### src/rtl/por_pkg.sv
// Shared types and sizes for the POR trip-level scan sequencer.
// No logic; constants only.
// No flow control; consumed by por_trip_scan and its sub-blocks.
package por_pkg;

    localparam int TRIP_W         = 3;
    localparam int NUM_TRIP_CODES = 8;
    localparam int LEVEL_W        = 4;
    localparam int SETTLE_W       = 10;

    typedef enum logic [2:0] {
        IDLE,
        APPLY,
        SETTLE,
        SAMPLE,
        FINISH
    } por_scan_state_e;

endpackage

### src/rtl/por_sync2.sv
// Two-flop synchronizer for a single asynchronous level into the local clock.
// Latency: 2 clock edges from input change to output change.
// No backpressure; samples every cycle.
module por_sync2 (
    input  logic i_clk,
    input  logic i_rst,
    input  logic i_d,
    output logic o_q
);

    logic r_meta;
    logic r_sync;

    // Two back-to-back flops; both clear to 0 on reset.
    always_ff @(posedge i_clk or posedge i_rst) begin
        if (i_rst) begin
            r_meta <= 1'b0;
            r_sync <= 1'b0;
        end else begin
            r_meta <= i_d;
            r_sync <= r_meta;
        end
    end

    assign o_q = r_sync;

endmodule

### src/rtl/por_trip_scan.sv
// Steps the POR trip code 0..7, samples the comparator at each, reports passing level.
// Latency: start at cycle 0 -> done at cycle 8*(SETTLE_CYCLES+2)+1.
// No backpressure: start while busy is dropped; abort returns to IDLE next cycle.
// Optional: define POR_TRIP_SCAN_PERIODIC_EN for automatic re-scan every PERIOD_CYCLES idle cycles.
module por_trip_scan
    import por_pkg::*;
#(
    parameter int SETTLE_CYCLES = 64,
    parameter int PERIOD_CYCLES = 65536
) (
    input  logic               osc_ck,
    input  logic               rst,
    input  logic               start,
    input  logic               abort,
    input  logic [TRIP_W-1:0]  otrip_cfg,
    input  logic               pwup_filt,
    output logic [TRIP_W-1:0]  otrip_out,
    output logic               scan_active,
    output logic               busy,
    output logic               done,
    output logic [LEVEL_W-1:0] level,
    output logic               level_valid,
    output logic               nonmono_err
);

    localparam logic [SETTLE_W-1:0] SETTLE_LOAD = SETTLE_W'(SETTLE_CYCLES - 1);
    localparam logic [TRIP_W-1:0]   LAST_CODE   = TRIP_W'(NUM_TRIP_CODES - 1);

    // Elaboration guard on parameter ranges.
    if (SETTLE_CYCLES < 4 || SETTLE_CYCLES > 1023 || PERIOD_CYCLES < 2) begin : g_bad_cfg
        $error("por_trip_scan: parameter out of range");
    end

    por_scan_state_e     r_state, w_state_nxt;
    logic [TRIP_W-1:0]   r_code, w_code_nxt;
    logic [SETTLE_W-1:0] r_cnt, w_cnt_nxt;
    logic [LEVEL_W-1:0]  r_level_acc, w_level_acc_nxt;
    logic                r_first_fail, w_first_fail_nxt;
    logic                r_busy, w_busy_nxt;
    logic                r_scan_active, w_scan_active_nxt;
    logic                r_done, w_done_nxt;
    logic [LEVEL_W-1:0]  r_level, w_level_nxt;
    logic                r_level_valid, w_level_valid_nxt;
    logic                r_nonmono, w_nonmono_nxt;

    logic w_psync;
    logic w_start_any;

    por_sync2 u_psync (
        .i_clk (osc_ck),
        .i_rst (rst),
        .i_d   (pwup_filt),
        .o_q   (w_psync)
    );

`ifdef POR_TRIP_SCAN_PERIODIC_EN
    localparam int PW = (PERIOD_CYCLES > 2) ? $clog2(PERIOD_CYCLES) : 1;

    logic [PW-1:0] r_per_cnt;
    logic          w_per_wrap;

    assign w_per_wrap = (r_state == IDLE) && (r_per_cnt == PW'(PERIOD_CYCLES - 1));

    // Idle-time counter; held at 0 while scanning so it restarts after FINISH or abort.
    always_ff @(posedge osc_ck or posedge rst) begin
        if (rst) begin
            r_per_cnt <= '0;
        end else if (r_state != IDLE || start || w_per_wrap) begin
            r_per_cnt <= '0;
        end else begin
            r_per_cnt <= r_per_cnt + 1'b1;
        end
    end

    assign w_start_any = start | w_per_wrap;
`else
    assign w_start_any = start;
`endif

    // State and datapath registers.
    always_ff @(posedge osc_ck or posedge rst) begin
        if (rst) begin
            r_state       <= IDLE;
            r_code        <= '0;
            r_cnt         <= '0;
            r_level_acc   <= '0;
            r_first_fail  <= 1'b0;
            r_busy        <= 1'b0;
            r_scan_active <= 1'b0;
            r_done        <= 1'b0;
            r_level       <= '0;
            r_level_valid <= 1'b0;
            r_nonmono     <= 1'b0;
        end else begin
            r_state       <= w_state_nxt;
            r_code        <= w_code_nxt;
            r_cnt         <= w_cnt_nxt;
            r_level_acc   <= w_level_acc_nxt;
            r_first_fail  <= w_first_fail_nxt;
            r_busy        <= w_busy_nxt;
            r_scan_active <= w_scan_active_nxt;
            r_done        <= w_done_nxt;
            r_level       <= w_level_nxt;
            r_level_valid <= w_level_valid_nxt;
            r_nonmono     <= w_nonmono_nxt;
        end
    end

    // Next-state and next-value logic; abort outside IDLE overrides all scan progress.
    always_comb begin
        w_state_nxt       = r_state;
        w_code_nxt        = r_code;
        w_cnt_nxt         = r_cnt;
        w_level_acc_nxt   = r_level_acc;
        w_first_fail_nxt  = r_first_fail;
        w_busy_nxt        = r_busy;
        w_scan_active_nxt = r_scan_active;
        w_done_nxt        = 1'b0;
        w_level_nxt       = r_level;
        w_level_valid_nxt = r_level_valid;
        w_nonmono_nxt     = r_nonmono;

        if (r_state != IDLE && abort) begin
            w_state_nxt       = IDLE;
            w_busy_nxt        = 1'b0;
            w_scan_active_nxt = 1'b0;
        end else begin
            case (r_state)
                IDLE: begin
                    if (w_start_any && !abort) begin
                        w_state_nxt       = APPLY;
                        w_code_nxt        = '0;
                        w_level_acc_nxt   = '0;
                        w_first_fail_nxt  = 1'b0;
                        w_nonmono_nxt     = 1'b0;
                        w_busy_nxt        = 1'b1;
                        w_scan_active_nxt = 1'b1;
                    end
                end
                APPLY: begin
                    w_cnt_nxt   = SETTLE_LOAD;
                    w_state_nxt = SETTLE;
                end
                SETTLE: begin
                    if (r_cnt == '0) begin
                        w_state_nxt = SAMPLE;
                    end else begin
                        w_cnt_nxt = r_cnt - 1'b1;
                    end
                end
                SAMPLE: begin
                    if (w_psync && !r_first_fail) begin
                        w_level_acc_nxt = {1'b0, r_code} + 1'b1;
                    end
                    if (!w_psync) begin
                        w_first_fail_nxt = 1'b1;
                    end
                    if (w_psync && r_first_fail) begin
                        w_nonmono_nxt = 1'b1;
                    end
                    if (r_code == LAST_CODE) begin
                        w_state_nxt = FINISH;
                    end else begin
                        w_code_nxt  = r_code + 1'b1;
                        w_state_nxt = APPLY;
                    end
                end
                FINISH: begin
                    w_level_nxt       = r_level_acc;
                    w_level_valid_nxt = 1'b1;
                    w_done_nxt        = 1'b1;
                    w_busy_nxt        = 1'b0;
                    w_scan_active_nxt = 1'b0;
                    w_state_nxt       = IDLE;
                end
                default: begin
                    w_state_nxt       = IDLE;
                    w_busy_nxt        = 1'b0;
                    w_scan_active_nxt = 1'b0;
                end
            endcase
        end
    end

    // The functional code reaches the analog block whenever the scan does not own it,
    // including during reset.
    assign otrip_out   = r_scan_active ? r_code : otrip_cfg;
    assign scan_active = r_scan_active;
    assign busy        = r_busy;
    assign done        = r_done;
    assign level       = r_level;
    assign level_valid = r_level_valid;
    assign nonmono_err = r_nonmono;

endmodule

### config.mk
export PLATFORM = sky130hd
export DESIGN_NAME = por_trip_scan
export DESIGN_NICKNAME = d
export VERILOG_FILES = /design/src/rtl/por_pkg.sv /design/src/rtl/por_sync2.sv /design/src/rtl/por_trip_scan.sv
export SDC_FILE = /design/constraint.sdc
export NUM_CORES = 1
export LEC_CHECK = 0
export BUFFER_PORTS_ARGS = -buffer_cell sky130_fd_sc_hd__buf_2
export CAP_MARGIN = 20
export CORE_MARGIN = 10
export CORE_UTILIZATION = 40
export DETAILED_ROUTE_END_ITERATION = 6
export PLACE_DENSITY = 0.71
export SLEW_MARGIN = 40
export SYNTH_ARGS = -nofsm -noshare
export SYNTH_HDL_FRONTEND = slang
export SYNTH_SLANG_ARGS = --single-unit
### constraint.sdc
create_clock -name osc_ck -period 2.2 [get_ports osc_ck]
set_input_delay 0.44 -clock osc_ck [delete_from_list [all_inputs] [get_ports osc_ck]]
set_output_delay 0.44 -clock osc_ck [all_outputs]
set_load 0.02 [all_outputs]
==> flow_summary.toml, run 1 <==
[status]
outcome = "complete, no violations"

[die]
rows = 22
start_util = 0.421
die_h_um = 82.8
die_x_um = 82.8
core_area_mm2 = 0.00374
dieArea_mm2 = 0.00685
ios = 20

[critical_path]
cp.depth = 5
cp_max_fo = 5
path_buf_inv = 0
crit_chain = "ha_1 -> ha_1 -> or2_2 -> a21boi_0 -> mux2_2"
critPathLaunch = "r_code[0]$_DFFE_PP0P_"
endpoint = "r_code[0]$_DFFE_PP0P_"
r2r_setup_slack_ns = 0.19
slowest_delay_ns = 0.42
crit_slowest_cell = "dfrtp_1"
path_delay_family = "flip-flops"
worstPathArrival_ns = 2.18
required_ns = 2.37
cp-start-kind = "flop"
crit_top_cell = "ha_1"
critical_path_class = "flop to flop"
r2r.worst_path.cells = 5
crit_path_end_kind = "flop"
r2r-start = "r_code[0]$_DFFE_PP0P_"
timing.rr.end = "r_code[0]$_DFFE_PP0P_"

[detailed_routing]
drt_iter0_drc = 128
avgRoutedWirePerCell_um = 15.9
firstDrtPassIters = 4
via_per_inst = 5.60
ant_nets = 0
drt_wl_total_um = 3370
drc = 0
num_vias = 1188

[clock_tree]
cts_hold_repair.buffers = 0
clkSinkCount = 31
clockBufferDepth = 2
clk_pin_slew_worst_paths_ns = 0.07
htree_levels = 2
cts-root-buf = "clkbuf_8"
post_cts_buffers = 0
clk_latency_ns = 0.28
cts.repair.resized = 0
cts_tree = "yes"
numCtsBuffers = 5

[yosys]
netlist_instances = 140
synth_top_area_share = 0.492
synth_edf_count = 0
synth_fp_nets = 151
yosys_register_bits = 31
synthFlopType = "dfrtp_1"
yosysWarnings = 0
postSynthAreaPerCell_um2 = 11.3
synth_area_mm2 = 0.00158
synth_top_cell_by_area = "dfrtp_1"
yosysUniqueCellTypes = 46
async_flop_share = 1.00
ys_seq_area_frac = 0.492
synth_area_leaders = "dfrtp_1, mux2_2, a21oi_1"

[timing]
fin_crit_sh = 0.914
drv_slew = 0
setup_viol = 0
fin_skew_ns = 0.00744
worstMarginPinSlew_ns = 0.462
min_period_ns = 2.01
rsz0062_at_grt = "false"
finalHoldViolCount = 0
fin_tns_setup_ns = 0
max_freq_mhz = 497
relSlewSlack = 0.690

[place]
numPortBuffers = 19
place_inst = 204
hpwlAfterDp_um = 2470
place.gp.congestion = 0.837

[final_layout]
final_cells = 212
final_common_cell = "dfrtp_1"
nets = 174
antenna_cells = 0
final_cell_mix = "dfrtp_1, buf_2, mux2_2, a21oi_1, nand2_1"
syn_to_final_growth_pct = 16.0
fillers = 357
drive_gt1_frac = 0.335

[hold_path]
hp-class = "primary input to asynchronous set/reset pin"

[flow_run]
cap_violations = 0

[global_routing]
grt_pass1_wl_um = 5550
grt_max_degree = 32
grt_use_total = 0.104
grt_pass1_vias = 1181
antenna_found_initial = 0
overflow = 0

[pwr]
ir_worst_vdd_mv = 0.423
leakagePower_nw = 0.840
p_per_area_mw_per_mm2 = 794
[cell usage after synthesis (2+ instances only)]
library cell,count
ha_1,3
nand3_1,4
buf_6,2
nand2_1,8
inv_1,6
nand4_1,2
dfrtp_1,31
nor2b_1,2
a21oi_1,9
mux2_2,13
nor2_1,5
nor4_1,2
buf_2,2
mux2i_1,2
o31ai_1,3
or4_1,4
o21ai_0,5
nor4_4,2
nor3_1,2
and2_1,3
nand2b_1,3
or2_2,2
a31oi_1,2
[registers in the layout, indices dropped and copies added (netlist names)]
signal,flops
scan_active,1
u_psync.r_meta,1
u_psync.o_q,1
r_level_acc,4
level_valid,1
done,1
r_first_fail,1
r_code,3
nonmono_err,1
r_cnt,10
level,4
r_state,3
[area by class of cell]
class                           instances  area [µm²]  share of cell area
Timing Repair Buffer                   22         118              0.0644
Tap cell                               48        60.1              0.0329
Inverter                                6        22.5              0.0123
Clock inverter                          2        35.0              0.0192
Sequential cell                        31         776               0.425
Multi-Input combinational cell         97         733               0.401
Clock buffer                            6        82.6              0.0452
[worst register-to-register path: stages (launching register included)]
cell and delay (ns):
dfrtp_1 0.42, ha_1 0.21, ha_1 0.19, or2_2 0.29
a21boi_0 0.40, mux2_2 0.39
[power by group]
part | leakage, nW | switching, mW | internal, mW
sequential | 0.393 | 0.0458 | 0.599
combinational | 0.386 | 0.136 | 0.0912
clock | 0.0612 | 0.212 | 0.366
total | 0.840 | 0.394 | 1.06
[routing by layer]
| metal | routed length [µm] | part of all wire | global-route usage |
|---|---|---|---|
| met1 | 1390 | 0.41 | 0.122 |
| met2 | 1710 | 0.51 | 0.171 |
| met3 | 205 | 0.061 | 0.0259 |
| met4 | 63 | 0.019 | 0.0602 |
| met5 | 0 | 0 | 0 |
[logic make-up (layout without fill, tap and decap cells)]
group / after synthesis / count (layout) / share of synthesized area
simple gates: 51 / 51 / 0.220
flops: 31 / 31 / 0.492
compound gates: 27 / 27 / 0.106
mux: 15 / 15 / 0.106
buf+inv: 12 / 36 / 0.0421
fa+ha+maj: 3 / 3 / 0.0238
xor+xnor: 1 / 1 / 0.0103
[metrics by stage]
step / hold WS (ns) / setup slack (ns) / power (mW) / utilization / area [µm²]
global placement: 0.334 / 0.284 / 0.874 / 0.457 / 1710
detailed placement: 0.354 / 0.183 / 0.884 / 0.457 / 1710
CTS: 0.244 / 0.175 / 1.47 / 0.488 / 1830
global route: 0.263 / 0.0893 / 1.53 / 0.488 / 1830
floorplan: 0.331 / 0.337 / 0.832 / - / 1580
finish: 0.230 / 0.189 / 1.45 / 0.488 / 1830
[worst min path at each step]
| stage | startpoint | end | slack (ns) | depth (start not counted) |
|---|---|---|---|---|
| 3_5_place_dp | u_psync.r_meta$_DFF_PP0_ | u_psync.o_q$_DFF_PP0_ | 0.35 | 0 |
| 6_report | rst | level[2]$_DFFE_PP0P_ | 0.23 | 3 |
| 3_3_place_gp | u_psync.r_meta$_DFF_PP0_ | u_psync.o_q$_DFF_PP0_ | 0.33 | 0 |
| 5_1_grt | rst | level[2]$_DFFE_PP0P_ | 0.26 | 3 |
| 2_1_floorplan | u_psync.r_meta$_DFF_PP0_ | u_psync.o_q$_DFF_PP0_ | 0.33 | 0 |
| 4_1_cts | rst | r_level_acc[1]$_DFFE_PP0P_ | 0.24 | 3 |
No activity file was read; power rests on OpenSTA's default activity.
==> run 2: changes to the inputs <==
ABC_AREA = 1   (was default)
PLACE_DENSITY = 0.7   (was 0.71)
==> flow_summary.toml, run 2 <==
[yosys]
yosysUniqueCellTypes = 21
ys_seq_area_frac = 0.474
postSynthAreaPerCell_um2 = 7.75
async_flop_share = 1.00
synth_top_area_share = 0.474
synth_area_mm2 = 0.00164
synth_common_cells = "nand2_1, dfrtp_1, inv_1"
synthFlopType = "dfrtp_1"
netlist_instances = 211
synth_area_leaders = "dfrtp_1, nand2_1, inv_1"
synth_top_cell_by_area = "dfrtp_1"
yosysWarnings = 0
synth_fp_nets = 222
yosys_register_bits = 31
yosysMostFrequentCell = "nand2_1"
synth_edf_count = 0

[timing]
worst_slack_ns = 0.571
worstMarginPinSlew_ns = 0.391
relSlewSlack = 0.739
fin_tns_setup_ns = 0
fin_crit_sh = 0.740
rsz0062_at_grt = "false"
max_freq_mhz = 614
setup_viol = 0
drv_slew = 0
fin_skew_ns = 0.00308
finalHoldViolCount = 0
fin_hold_ws_ns = 0.226
min_period_ns = 1.63

[hold_path]
hp-class = "primary input to asynchronous set/reset pin"

[clock_tree]
htree_levels = 2
cts.repair.resized = 0
clockBufferDepth = 2
cts_hold_repair.buffers = 0
numCtsBuffers = 5
post_cts_buffers = 0
cts_tree = "yes"
clkSinkCount = 31
clk_latency_ns = 0.28
clk_pin_slew_worst_paths_ns = 0.07
cts-root-buf = "clkbuf_8"

[global_routing]
antenna_found_initial = 0
overflow = 0
grt_pass1_vias = 1447
grt_pass1_wl_um = 6230
grt_use_total = 0.104
grt_max_degree = 32

[detailed_routing]
ant_nets = 0
firstDrtPassIters = 4
drt_wl_total_um = 3250
num_vias = 1364
drc = 0
via_per_inst = 4.74
drt_iter0_drc = 79
avgRoutedWirePerCell_um = 11.3

[pwr]
p_total_mw = 2.22
p_per_area_mw_per_mm2 = 1160
leakagePower_nw = 0.979
ir_worst_vdd_mv = 0.454

[die]
start_util = 0.412
core_area_mm2 = 0.00397
rows = 23
dieArea_mm2 = 0.00705
die_h_um = 83.9
die_x_um = 83.9
ios = 20

[final_layout]
antenna_cells = 0
stdcell_area_mm2 = 0.00191
final_cell_mix = "nand2_1, dfrtp_1, inv_1, nor2_1, buf_2"
drive_gt1_frac = 0.210
largest_reg_flops = 10
nets = 248
regMostFlops = "r_cnt"
final_common_cell = "nand2_1"
final_cells = 288
fin_util = 0.481
syn_to_final_growth_pct = 16.8

[place]
place_ws_ns = 0.581
place_inst = 280
hpwlAfterDp_um = 2500
placed_cell_area_mm2 = 0.00179
numPortBuffers = 19
place.gp.congestion = 0.931

[critical_path]
crit_path_end_kind = "flop"
cp-start-kind = "flop"
cp_max_fo = 10
worstPathArrival_ns = 1.80
r2r_setup_slack_ns = 0.57
critical_path_class = "flop to flop"
required_ns = 2.37

[status]
outcome = "complete, no violations"

[flow_run]
cap_violations = 0
run 2: cell types whose count changed in the layout (fill, tap and decap cells not counted), sizes merged, moves of 4 or more:
| cell | before | now |
|---|---|---|
| and2 | 4 | 0 |
| inv | 6 | 30 |
| mux2 | 13 | 0 |
| nand2 | 8 | 69 |
| nand3 | 4 | 18 |
| nor2 | 6 | 29 |
| o21ai | 6 | 18 |
| or4 | 4 | 0 |
run 2: worst max-delay path, stage by stage, from the launching register on:
cell     delay [ns]
dfrtp_1        0.40
inv_1          0.12
ha_1           0.22
nand2_1        0.08
nor2_2         0.16
nand3_1        0.18
nand2_2        0.13
nand2_4        0.09
nand2_1        0.08
o21ai_1        0.06
run 2: layout make-up:
cell class	instances	area, µm²
Multi-Input combinational cell	149	739
Tap cell	50	62.6
Sequential cell	31	776
Clock inverter	2	35.0
Clock buffer	6	82.6
Timing Repair Buffer	20	103
Fill cell	412	2060
Inverter	30	113
run 2: routing by layer:
metal	up-vias	global-route usage	routed length [µm]
met5	-	0	0
met4	0	0.0441	60
met3	6	0.0361	152
met2	29	0.185	1670
met1	616	0.108	1370
li1	713	-	-
run 2: path summary, 6_finish.rpt:
check                                              start                       end  cells past startpoint
max in group asynchronous                            rst    r_state[0]$_DFFE_PP0P_                      3
worst max register to register      r_cnt[0]$_DFFE_PP0P_      r_cnt[5]$_DFFE_PP0P_                      9
worst max-delay path                r_cnt[0]$_DFFE_PP0P_      r_cnt[5]$_DFFE_PP0P_                      9
worst min register to register  u_psync.r_meta$_DFF_PP0_     u_psync.o_q$_DFF_PP0_                      0
worst min-delay path                                 rst            done$_DFF_PP0_                      3
min in group osc_ck                            pwup_filt  u_psync.r_meta$_DFF_PP0_                      1
run 2: power breakdown:
group          switching [mW]  internal (mW)  leakage, nW
logic                   0.569          0.272        0.515
clock network           0.212          0.366       0.0612
registers               0.112          0.692        0.403
total                   0.893           1.33        0.979
run 2: kinds of logic (layout without fill, tap and decap cells):
kind of cell	after synthesis	after routing	synth area share
adder cells (fa/ha/maj)	3	3	0.0230
AND/OR/NAND/NOR	121	121	0.350
buffers and inverters	31	58	0.0734
AO/OA/AOI/OAI	24	24	0.0734
XOR/XNOR	1	1	0.00536
flip-flops	31	31	0.474
